### config.mk
export PLATFORM = sky130hd
export DESIGN_NAME = multi_s2f_arb
export DESIGN_NICKNAME = d
export VERILOG_FILES = /design/src/rtl/multi_s2f_arb.sv
export SDC_FILE = /design/constraint.sdc
export NUM_CORES = 1
export LEC_CHECK = 0
export CORE_AREA = 5 5 66 68
export DETAILED_ROUTE_END_ITERATION = 8
export DIE_AREA = 0 0 71 73
export PLACE_DENSITY = 0.84
export SYNTH_ARGS = -nofsm -noshare
export SYNTH_HDL_FRONTEND = slang
export SYNTH_SLANG_ARGS = --single-unit
### constraint.sdc
create_clock -name clk -period 3.55 [get_ports clk]
set_clock_uncertainty 0.05 [all_clocks]
set_input_delay 0.71 -clock clk [delete_from_list [all_inputs] [get_ports clk]]
set_output_delay 0.71 -clock clk [all_outputs]
set_load 0.005 [all_outputs]
### src/rtl/multi_s2f_arb.sv
// Round-robin arbiter and sequencer that feeds one slow-to-fast word channel.
// Grants one requester at a time and shapes valid_in with a fixed hold and gap.
module multi_s2f_arb #(
   parameter int DATA_WIDTH = 8,
   parameter int NUM_REQ    = 4,
   parameter int HOLD_CYC   = 2,
   parameter int GAP_CYC    = 2,
   parameter int CNT_WIDTH  = 8
) (
   input  logic                            clk,
   input  logic                            rst_n,
   input  logic                            en,
   input  logic [NUM_REQ-1:0]              req,
   input  logic [NUM_REQ*DATA_WIDTH-1:0]   req_data,
   output logic [NUM_REQ-1:0]              gnt,
   output logic [DATA_WIDTH-1:0]           din,
   output logic                            valid_in,
   output logic [$clog2(NUM_REQ)-1:0]      src_id,
   output logic                            busy,
   output logic [CNT_WIDTH-1:0]            xfer_cnt
);

   localparam int IW   = $clog2(NUM_REQ);
   localparam int MAXC = (HOLD_CYC > GAP_CYC) ? HOLD_CYC : GAP_CYC;
   localparam int CW   = $clog2(MAXC + 1);

   typedef enum logic [1:0] {
      IDLE = 2'd0,
      HOLD = 2'd1,
      GAP  = 2'd2
   } state_t;

   state_t                r_state, w_state;
   logic [CW-1:0]         r_cnt, w_cnt;
   logic [IW-1:0]         r_ptr, w_ptr;
   logic [NUM_REQ-1:0]    r_gnt, w_gnt;
   logic [DATA_WIDTH-1:0] r_din, w_din;
   logic                  r_valid, w_valid;
   logic [IW-1:0]         r_src, w_src;
   logic                  r_busy, w_busy;
   logic [CNT_WIDTH-1:0]  r_xfer, w_xfer;
   logic [IW-1:0]         w_sel;

   // Walk downward so the lowest offset from r_ptr wins; index wraps mod NUM_REQ.
   always_comb begin
      w_sel = r_ptr;
      for (int j = NUM_REQ - 1; j >= 0; j--) begin
         if (req[r_ptr + IW'(j)]) w_sel = r_ptr + IW'(j);
      end
   end

   always_comb begin
      w_state = r_state;
      w_cnt   = r_cnt;
      w_ptr   = r_ptr;
      w_gnt   = '0;
      w_din   = r_din;
      w_valid = r_valid;
      w_src   = r_src;
      w_xfer  = r_xfer;
      unique case (r_state)
         IDLE: begin
            if (en && (|req)) begin
               w_gnt   = NUM_REQ'(1) << w_sel;
               w_din   = req_data[w_sel*DATA_WIDTH +: DATA_WIDTH];
               w_valid = 1'b1;
               w_src   = w_sel;
               w_xfer  = r_xfer + CNT_WIDTH'(1);
               w_ptr   = w_sel + IW'(1);
               w_cnt   = CW'(HOLD_CYC - 1);
               w_state = HOLD;
            end
         end
         HOLD: begin
            if (r_cnt == '0) begin
               w_valid = 1'b0;
               w_cnt   = CW'(GAP_CYC - 1);
               w_state = GAP;
            end else begin
               w_cnt = r_cnt - CW'(1);
            end
         end
         GAP: begin
            if (r_cnt == '0) w_state = IDLE;
            else             w_cnt   = r_cnt - CW'(1);
         end
         default: w_state = IDLE;
      endcase
      w_busy = (w_state != IDLE);
   end

   always_ff @(posedge clk or negedge rst_n) begin
      if (!rst_n) begin
         r_state <= IDLE;
         r_cnt   <= '0;
         r_ptr   <= '0;
         r_gnt   <= '0;
         r_din   <= '0;
         r_valid <= 1'b0;
         r_src   <= '0;
         r_busy  <= 1'b0;
         r_xfer  <= '0;
      end else begin
         r_state <= w_state;
         r_cnt   <= w_cnt;
         r_ptr   <= w_ptr;
         r_gnt   <= w_gnt;
         r_din   <= w_din;
         r_valid <= w_valid;
         r_src   <= w_src;
         r_busy  <= w_busy;
         r_xfer  <= w_xfer;
      end
   end

   assign gnt      = r_gnt;
   assign din      = r_din;
   assign valid_in = r_valid;
   assign src_id   = r_src;
   assign busy     = r_busy;
   assign xfer_cnt = r_xfer;

endmodule

## Word level (Yosys, flattened, before mapping)

Cells that the tools add are included.

| storage, ports and cells | value |
|---|---|
| logic and storage cells | 61 |
| register bits | 30 |
| output and inout bits | 24 |
| input port bits | 39 |

| cells by class | value |
|---|---|
| eq/ne operators | 5 |
| add/subtract/negate cells | 6 |
| reductions and logical operators | 10 |
| shift-type cells | 2 |
| muxes and demuxes | 25 |
| $lt $le $gt $ge | 4 |

Operators with widths:

| cell | number |
|---|---|
| indexed part select 32 x 6 -> 8 bit | 1 |
| two-way mux 2 bit | 10 |
| less-than comparator 2 x 3 -> 1 bit, second input constant | 4 |
| one-hot mux 2 bit (3 select lines) | 2 |
| adder 8 x 1 -> 8 bit, second input constant | 1 |
| binary-select mux 1 bit (select 2 bit) | 4 |
| two-way mux 4 bit | 2 |
| two-way mux 1 bit | 6 |
| != test 2 bit, second input constant | 3 |
| AND reduction 3 bit | 2 |
| adder 2 x 1 -> 2 bit, second input constant | 2 |
| adder 2 bit, second input constant | 2 |
| logical NOT 2 bit | 2 |
| nonzero test 2 bit | 2 |
| OR reduction 4 bit | 1 |
| << shifter 1 x 2 -> 4 bit, first input constant | 1 |
| nonzero test 3 bit | 1 |
| equality test 2 x 1 -> 1 bit, second input constant | 1 |
| equality test 2 bit, second input constant | 1 |
| one-hot mux 1 bit (2 select lines) | 1 |
| AND reduction 2 bit | 1 |
| subtractor 2 x 1 -> 2 bit, second input constant | 1 |
| logical AND 1 bit | 1 |

## Longest topological paths before layout

| logic depth | value |
|---|---|
| depth after elaboration | 10 |
| gate-level depth with buffers | 7 |
| depth with buffers taken out | 7 |

## Worst setup path before layout

Ideal clock, no wire load.

| path | value |
|---|---|
| path kind | in2reg |
| from | in req[0] |
| to | reg r_din[0] (netlist: din[0]) |
| cell stages on the path | 6 |
| library setup time | 0.126 ns |
| buffers on the path | 1 |
| slack | 1.332 ns |
| data required time | 3.374 ns |
| data arrival time | 2.042 ns |
| cell sequence | and2b_1 a2111o_1 buf_6 nand2_8 mux2_4 a221o_1 |

| between the ends | value |
|---|---|
| cells in the longest elaborated chain, start to end | 7 |
| elaborated cells between the ends (all ways) | 16 |
| those cells by class | shift: 1; mux: 12; reduce/logical: 3 |

Ends and longest elaborated chain:

| element | line | text |
|---|---|---|
| start, declared | 13 | `input logic [NUM_REQ-1:0] req,` |
| binary-select mux 1 bit (select 2 bit) | 48 | `if (req[r_ptr + IW'(j)]) w_sel = r_ptr + IW'(j);` |
| two-way mux 1 bit (implied by the code) | 48 |  |
| two-way mux 2 bit (4 in series) | 48 |  |
| indexed part select 32 x 6 -> 8 bit | 65 | `w_din = req_data[w_sel*DATA_WIDTH +: DATA_WIDTH];` |
| end signal, assigned | 108 | `r_din <= w_din;` |
| end, declared | 37 | `logic [DATA_WIDTH-1:0] r_din, w_din;` |

Several ways; a longest one is shown, not always the timed one. The select of a mux whose other input is x is not followed.
A chain may end at the register's enable or synchronous reset.

## Final worst setup path

| path | value |
|---|---|
| from | in req[3] |
| to | reg r_din[5] (netlist: din[5]) |

Same word-level chain as after synthesis.

==> run summary <==
status - complete, no violations
root buf cell - clkbuf_8
grt ovf - 0
YS warnings - 0
Synth area leader - dfrtp_1
WP depth - 6
Num CTS Buffers - 5
Remaining DRCs - 0
sw power - 596 uW
final-report max-slew violation count - 0
post-synthesis sequential area ratio - 0.440
CTS tree - built
Final setup viols - 0
Global Route Usage Sum - 0.173
startpoint types - primary input
Power per Cell Area - 676 mW/mm^2
Final period util - 0.794
Mean Syn Cell Area - 10.4 sq um
Chip Height - 73 microns
Slew headroom - 0.559
Clock Path Buffers - 2
clock slew at reported path FFs - 0.06 ns
CTS Hold Bufs - 0
worst hold path class - reg2reg
core area - 0.00380 sq mm
clk sink count - 30
CP arrival - 2.93 ns
RD Place Congestion - 0.775
worst-margin pin slew - 0.659 ns
die area - 0.00518 sq mm
flops & latches, synth - 30
Hold WS - 0.427 ns
Post-CTS Setup Bufs - 0
number of top-level pins - 63
Switching Share - 0.359
Filler cells - 320
top cells by area, synth - dfrtp_1 44%, mux2_4 7.0%, ha_1 5.1%
critical path type - in2reg
Most used DFF post-synth - dfrtp_1
Routed Antenna Nets - 0
Max Cap Viol - 0
slowest CP cell - clkdlybuf4s50_1
Inserted Diodes - 0
Via density - 5.35
H-tree depth - 2
reg2reg path depth - 5
Commonest cells post-synth - 30 x dfrtp_1, 14 x nor2_1, 13 x a21oi_1, 13 x nand2_1, 13 x o21ai_0
vias in the first global route - 1563
Die Wd - 71 microns
Post-DP HPWL - 3060 microns
CP bufs+invs - 1
area fraction of the dominant cell type after synthesis - 0.440
Max stage delay on crit path - 0.68 ns
Reg power frac - 0.352
nets - 278
share of cells above drive strength 1 - 0.108
DR vias - 1508
Comb power frac - 0.495
Crit. End Element - flop
RSZ-0062 raised after global routing - false
ys async rst share - 1.00
final hold viol count - 0
Post-Syn Nets - 211
total routed wirelength - 4100 microns
largest net degree at the start of global routing - 31
first-pass GRT wire length - 6980 microns
critical-path cell list - clkdlybuf4s50_1, nor3_2, a2111o_1, nand2_8, mux2_4, a221o_1
hold depth - 2
Clk network pwr share - 0.153
CP max FO - 10
clock latency on the worst-skew pair - 0.28 ns
initial antenna violation count - 0
FMAX - 0.355 GHz
IO Port Bufs - 62
P_int - 1070 uW
Initial Util - 0.450
Worst EP required - 3.66 ns
Iteration-0 DRC Markers - 90
Cell Area, Synth - 0.00171 sq mm
First-pass DRT Iterations - 4
cell family with most CP delay - compound AO/OA/AOI/OAI gates
EDFF count, synth - 0
Syn-to-layout area delta - 43.8%
Cell variety after synth - 35
Leak - 0.00105 uW
post-cts sizing count - 0
Row Count - 23
Worst VDD drop - 0.269 mV
post-synthesis cell count - 165
most common cell in the netlist - dfrtp_1
total negative slack - 0 ns
DR WL/cell - 14.5 microns
Tmin final - 2.82 ns
## cells by family after synthesis
| family | Yosys count | share of synthesized area |
|---|---|---|
| AND/OR/NAND/NOR | 54 | 0.171 |
| flip-flops | 30 | 0.440 |
| buffers and inverters | 10 | 0.0300 |
| XOR/XNOR | 8 | 0.0410 |
| multiplexers | 8 | 0.0703 |
| adder cells (fa/ha/maj) | 7 | 0.0513 |
| AO/OA/AOI/OAI | 48 | 0.196 |
## path summary, 6_finish.rpt
kind | start | to | slack (ns)
worst max-delay path | req[3] | din[5] | 0.73
worst min-delay path | src_id[0] | src_id[0] | 0.43
worst max register to register | r_ptr[1] | din[5] | 1.29
worst min register to register | src_id[0] | src_id[0] | 0.43
max in group asynchronous | rst_n | busy | 2.41
min in group asynchronous | rst_n | r_cnt[1] | 0.76
## sequential cells by signal (all words and copies together) (netlist names)
name	count
gnt	4
r_ptr	2
r_state	2
r_cnt	2
din	8
xfer_cnt	8
valid_in	1
busy	1
src_id	2
## metal layers
layer | vias up | global-route usage | routed length, microns
met2 | 53 | 0.273 | 1930
met5 | - | 0 | 0
li1 | 734 | - | -
met1 | 713 | 0.210 | 1740
met3 | 8 | 0.0620 | 327
met4 | 0 | 0.0835 | 91
## area by class of cell
| cell class | instances | area [sq um] | share of cell area |
|---|---|---|---|
| clock inverter | 2 | 10.0 | 0.00408 |
| clock buffer | 5 | 68.8 | 0.0280 |
| timing repair buffer | 64 | 636 | 0.259 |
| tap | 50 | 62.6 | 0.0255 |
| multi-input combinational | 125 | 906 | 0.369 |
| sequential | 30 | 751 | 0.306 |
| inverter | 6 | 22.5 | 0.00917 |
## stage by stage
| stage | total power [uW] | utilization | instances | instance area [sq um] | setup WS [ns] |
|---|---|---|---|---|---|
| 6_report | 1660 | 0.647 | 282 | 2460 | 0.732 |
| 3_3_place_gp | 1390 | 0.626 | 275 | 2380 | 0.523 |
| 2_1_floorplan | 1060 | - | 165 | 1710 | 1.33 |
| 3_5_place_dp | 1420 | 0.626 | 275 | 2380 | 0.451 |
| 4_1_cts | 1680 | 0.647 | 282 | 2460 | 0.757 |
| 5_1_grt | 1800 | 0.647 | 282 | 2460 | 0.655 |
## worst reg2reg max path, stage by stage, from the launching register on
cell      delay (ns)
dfrtp_1         0.46
nor2b_4         0.18
a2111o_1        0.62
nand2_8         0.21
mux2_4          0.31
a221o_1         0.32
## placed cells by master (no fill, tap or decap), types with 2 or more instances in the layout
cell             instances
xor2_1                   2
nand4_1                  4
clkdlybuf4s50_1         62
xnor2_1                  6
o21ai_1                  5
a221o_1                  8
clkinv_2                 2
nand2_1                 13
mux2_4                   8
inv_1                    6
nand3_1                 10
clkbuf_8                 5
a21oi_1                 13
dfrtp_1                 30
nor2_1                  14
o21ai_0                 13
and3_1                   2
ha_1                     7
buf_4                    2
nor2b_1                  4
## power by group through the flow
| stage | logic [uW] | clock network (uW) | registers, uW |
|---|---|---|---|
| 4_1_cts | 833 | 264 | 585 |
| 3_3_place_gp | 808 | 0 | 583 |
| 2_1_floorplan | 482 | 0 | 578 |
| 6_report | 823 | 254 | 585 |
| 5_1_grt | 917 | 280 | 604 |
| 3_5_place_dp | 829 | 0 | 588 |
Note: power is estimated with default switching activity, not from simulation.
